==> config.mk <==
export PLATFORM = sky130hd
export DESIGN_NAME = rpn_rx_sequencer
export DESIGN_NICKNAME = d
export VERILOG_FILES = /design/src/rtl/rpn_rx_sequencer.sv
export SDC_FILE = /design/constraint.sdc
export NUM_CORES = 1
export LEC_CHECK = 0
export BUFFER_PORTS_ARGS = -buffer_cell sky130_fd_sc_hd__buf_2
export CAP_MARGIN = 5
export CORE_AREA = 2 2 77 79
export DETAILED_ROUTE_END_ITERATION = 12
export DIE_AREA = 0 0 79 81
export GPL_TIMING_DRIVEN = 0
export HOLD_SLACK_MARGIN = 0.05
export PLACE_DENSITY = 0.7
export SLEW_MARGIN = 20
export SYNTH_ARGS = -nofsm -noshare
export SYNTH_HDL_FRONTEND = slang
export SYNTH_SLANG_ARGS = --single-unit
==> constraint.sdc <==
create_clock -name clk -period 5.5 [get_ports clk]
set_clock_uncertainty 0.1 [all_clocks]
set_input_delay 0.275 -clock clk [delete_from_list [all_inputs] [get_ports clk]]
set_output_delay 0.275 -clock clk [all_outputs]
set_load 0.1 [all_outputs]
==> src/rtl/rpn_rx_sequencer.sv <==
// rtl/rpn_rx_sequencer.sv - parses UART bytes into PUSH/OP/EVAL commands for the RPN stack
// Decimal accumulator, operator latch and a one-deep follow-on slot after PUSH.
module rpn_rx_sequencer #(
  parameter int WIDTH = 16
) (
  input  logic             clk,
  input  logic             rst,
  input  logic [7:0]       rx_data,
  input  logic             rx_ready,
  output logic             cmd_valid,
  input  logic             cmd_ready,
  output logic [1:0]       cmd_type,
  output logic [1:0]       cmd_op,
  output logic [WIDTH-1:0] cmd_data,
  output logic             err,
  output logic [1:0]       err_code,
  output logic             busy
);

  localparam logic [2:0] S_IDLE = 3'd0;
  localparam logic [2:0] S_NUM  = 3'd1;
  localparam logic [2:0] S_PUSH = 3'd2;
  localparam logic [2:0] S_OP   = 3'd3;
  localparam logic [2:0] S_EVAL = 3'd4;

  localparam logic [1:0] PEND_NONE = 2'd0;
  localparam logic [1:0] PEND_OP   = 2'd1;
  localparam logic [1:0] PEND_EVAL = 2'd2;

  logic [2:0]       state_q, state_d;
  logic [WIDTH-1:0] acc_q, acc_d;
  logic             ovf_q, ovf_d;
  logic [1:0]       op_q, op_d;
  logic [1:0]       pend_q, pend_d;
  logic             err_q, err_d;
  logic [1:0]       err_code_q, err_code_d;

  logic             is_digit, is_space, is_op, is_term;
  logic [1:0]       op_code;
  logic [WIDTH+3:0] acc_ext, acc_next;
  logic             acc_wrap;

  always_comb begin
    is_digit = (rx_data >= 8'h30) && (rx_data <= 8'h39);
    is_space = (rx_data == 8'h20);
    is_term  = (rx_data == 8'h0A) || (rx_data == 8'h0D);
    is_op    = 1'b1;
    op_code  = 2'd0;
    case (rx_data)
      8'h2B:   op_code = 2'd0;
      8'h2D:   op_code = 2'd1;
      8'h2A:   op_code = 2'd2;
      8'h2F:   op_code = 2'd3;
      default: is_op = 1'b0;
    endcase
    // acc*10 + d evaluated with 4 spare bits so overflow is visible in the top nibble
    acc_ext  = {4'b0000, acc_q};
    acc_next = (acc_ext << 3) + (acc_ext << 1) + {{WIDTH{1'b0}}, rx_data[3:0]};
    acc_wrap = |acc_next[WIDTH+3:WIDTH];
  end

  always_comb begin
    state_d    = state_q;
    acc_d      = acc_q;
    ovf_d      = ovf_q;
    op_d       = op_q;
    pend_d     = pend_q;
    err_d      = 1'b0;
    err_code_d = err_code_q;
    case (state_q)
      S_IDLE, S_NUM: begin
        if (rx_ready) begin
          if (is_digit) begin
            if (state_q == S_IDLE) begin
              acc_d   = {{(WIDTH-4){1'b0}}, rx_data[3:0]};
              ovf_d   = 1'b0;
              state_d = S_NUM;
            end else if (ovf_q || acc_wrap) begin
              ovf_d = 1'b1;
            end else begin
              acc_d = acc_next[WIDTH-1:0];
            end
          end else if (is_space || is_op || is_term) begin
            if (is_op) op_d = op_code;
            if (state_q == S_NUM && ovf_q) begin
              err_d      = 1'b1;
              err_code_d = 2'd2;
              acc_d      = '0;
              ovf_d      = 1'b0;
              state_d    = is_op ? S_OP : (is_term ? S_EVAL : S_IDLE);
            end else if (state_q == S_NUM) begin
              state_d = S_PUSH;
              pend_d  = is_op ? PEND_OP : (is_term ? PEND_EVAL : PEND_NONE);
            end else if (is_op) begin
              state_d = S_OP;
            end else if (is_term) begin
              state_d = S_EVAL;
            end
          end else begin
            err_d      = 1'b1;
            err_code_d = 2'd1;
            acc_d      = '0;
            ovf_d      = 1'b0;
            state_d    = S_IDLE;
          end
        end
      end
      S_PUSH, S_OP, S_EVAL: begin
        // bytes arriving while a command is outstanding are lost, the command is not
        if (rx_ready) begin
          err_d      = 1'b1;
          err_code_d = 2'd3;
        end
        if (cmd_ready) begin
          if (state_q == S_PUSH) begin
            acc_d   = '0;
            pend_d  = PEND_NONE;
            state_d = (pend_q == PEND_OP) ? S_OP : ((pend_q == PEND_EVAL) ? S_EVAL : S_IDLE);
          end else begin
            state_d = S_IDLE;
          end
        end
      end
      default: state_d = S_IDLE;
    endcase
  end

  always_ff @(posedge clk) begin
    if (rst) begin
      state_q    <= S_IDLE;
      acc_q      <= '0;
      ovf_q      <= 1'b0;
      op_q       <= 2'd0;
      pend_q     <= PEND_NONE;
      err_q      <= 1'b0;
      err_code_q <= 2'd0;
    end else begin
      state_q    <= state_d;
      acc_q      <= acc_d;
      ovf_q      <= ovf_d;
      op_q       <= op_d;
      pend_q     <= pend_d;
      err_q      <= err_d;
      err_code_q <= err_code_d;
    end
  end

  always_comb begin
    busy      = (state_q == S_PUSH) || (state_q == S_OP) || (state_q == S_EVAL);
    cmd_valid = busy;
    cmd_type  = (state_q == S_OP) ? 2'd1 : ((state_q == S_EVAL) ? 2'd2 : 2'd0);
    cmd_op    = (state_q == S_OP) ? op_q : 2'd0;
    cmd_data  = (state_q == S_PUSH) ? acc_q : '0;
    err       = err_q;
    err_code  = err_code_q;
  end

endmodule

==> run metrics <==
sw frac=0.335; Synth top area share=0.199; NetSw=0.138 mW; Core Area=5680 sq um; DRT Pass-1 Iters=4; unrepaired setup endpoints after global routing=no; Min-Delay Path Class=input port to flip-flop; Peak VDD IR=0.112 mV; total CTS buffers=3; Worst EP arrival=4.26 ns; CTS Sinks=27; initial antenna violation count=0; Setup crit start kind=flip-flop; Max-slew headroom=0.530; GPL Wtd Cong=0.860; setup_tns=0 ns; GRT Residual Overflow=0; reg2reg setup slack=1.31 ns; CTS HTree Levels=1; hold_buf cts=0; Clock transition at path regs=0.11 ns; worst reg2reg path endpoint=acc_q[14]; final setup violating endpoints=0; fin nets=423; CTS tree=yes; CP Class=flip-flop to flip-flop; Post-synth EDFFs=0; Final Hold Viols=0; worst setup path start=acc_q[2]; GRT Resource Usage Total=0.216; Tmin final=4.19 ns; share of cells above drive strength 1=0.212; dpl hpwl=5090 um; cell area after layout=3040 sq um; worst-path fanout max=10; Netlist cell types=59; Slew Limit Fails=0; status=complete, no violations; Avg WL per Cell=14.7 um; post-cts sizing count=0; Placed Instances=448; vias in the first global route=2376; Die Height=81 um; FF+latch count, synth=27; Post-route DRC=0; Power Total=0.412 mW; cell area after synthesis=2720 sq um; worst skew pair latency=0.29 ns; setup bufs post-CTS=0; Max Cap Violations=0; post-synthesis net count=382; sequential cell area fraction in the yosys report=0.199; f_max=0.239 GHz; share of power burned in registers=0.484; area grow syn2layout=11.7%; prevailing post-synth register cell=dfxtp_1; I/O Buffers=36; ANT cells=0; Starting DRT DRC Count=120; Initial Util=0.479; Post-Route WL=6650 um; Vias/cell=5.69; via count=2574; internal power=0.274 mW; Critical Path Sink=acc_q[14]; Req. time, crit path=5.57 ns; pin count of the biggest net entering global routing=15; DP Area=3000 sq um; critical path capture point type=flip-flop; Max Root-Sink Buffers=2; number of synthesis warnings=0; Worst-Margin Slew=0.704 ns; clock root buffer=clkbuf_8; Clk pwr share=0.299; cell count after synthesis=337; leakage=1.54 nW; power per cell area=136 nW/um^2; Comb pwr share=0.217; Final ANT Viol Nets=0; cell row count=28; R2R depth=13; commonest non-fill, non-tap cells in the layout=nor2_1, buf_2, ha_1; Finished Layout Cells=452; syn avg cell area=8.08 sq um; die area=6400 sq um; Synth area leader=dfxtp_1; Die Width=79 um; ys async rst share=0; reg2reg start=acc_q[2]; largest cells by area after synthesis=dfxtp_1, ha_1, nor2_1, and2_1, a21oi_1; fin crit share=0.762; # IOs=37; first-pass GRT wire length=11200 um
cell type report:
class | instances | area (sq um)
Sequential cell | 27 | 541
Fill cell | 562 | 2640
Inverter | 13 | 48.8
Multi-Input combinational cell | 282 | 2030
Tap cell | 75 | 93.8
Timing Repair Buffer | 36 | 180
Clock buffer | 4 | 45.0
Buffer | 15 | 100
per-layer routing:
layer / global-route usage / vias to the layer above / share of wire / wire (um)
met1: 0.312 / 1203 / 0.50 / 3340
met4: 0.0431 / 0 / 0.0087 / 58
met2: 0.350 / 53 / 0.45 / 3000
met3: 0.0222 / 7 / 0.037 / 249
met5: 0 / - / 0 / 0
li1: - / 1311 / - / -
per-stage QoR:
| step | worst slack, ns | hold WS (ns) | util |
|---|---|---|---|
| finish | 1.31 | 0.129 | 0.536 |
| detailed placement | 1.38 | 0.361 | 0.528 |
| global route | 1.15 | 0.113 | 0.536 |
| CTS | 1.35 | 0.113 | 0.536 |
| global placement | 1.35 | 0.364 | 0.528 |
| floorplan | 0.643 | 0.254 | - |
sequential cells by signal, summed over array words and instances (netlist names):
register,count
state_q,3
err,1
err_code,2
ovf_q,1
op_q,2
pend_q,2
acc_q,16
synthesized netlist by cell type, types with 7 or more instances:
cell type	number
xor2_1	7
o21ai_0	14
nand2_1	22
nor2_1	37
inv_1	13
ha_1	31
a221o_1	10
and2_1	18
a21oi_1	20
and3_2	10
nand3_1	11
dfxtp_1	27
xnor2_1	7
clkbuf_1	8
nor3_1	9
worst min path at each step:
stage,startpoint,end,cells past startpoint
2_1_floorplan,rst,err_code[1],1
3_3_place_gp,op_q[0],op_q[0],2
3_5_place_dp,err_code[1],err_code[1],2
4_1_cts,rst,err_code[1],2
5_1_grt,rst,err_code[1],2
6_report,rst,err_code[1],2
worst max-delay path: stages (launching register included):
cell and delay (ns):
dfxtp_1 0.42, inv_1 0.09, fa_1 0.49, inv_1 0.07
fa_1 0.47, a21o_1 0.23, a41oi_2 0.29, nand2_2 0.13
a41o_1 0.25, or3_1 0.31, a211o_1 0.38, o2111a_2 0.35
buf_6 0.16, a221o_1 0.34
power by group through the flow:
stage | clock, mW | sequential [mW] | combinational, mW
after detailed placement | 0 | 0.204 | 0.0889
after CTS | 0.128 | 0.200 | 0.0894
after global routing | 0.133 | 0.200 | 0.0976
after global placement | 0 | 0.204 | 0.0881
after floorplan | 0 | 0.216 | 0.0533
final | 0.123 | 0.200 | 0.0896
cells by family (layout without fill, tap and decap cells):
group,count (synthesis),count (layout),synth area share
fa+ha+maj,33,33,0.157
compound gates,81,81,0.221
simple gates,146,146,0.293
mux,8,8,0.0303
flops,27,27,0.199
xor+xnor,14,14,0.0451
buf+inv,28,68,0.0547
Note: power is estimated with default switching activity, not from simulation.
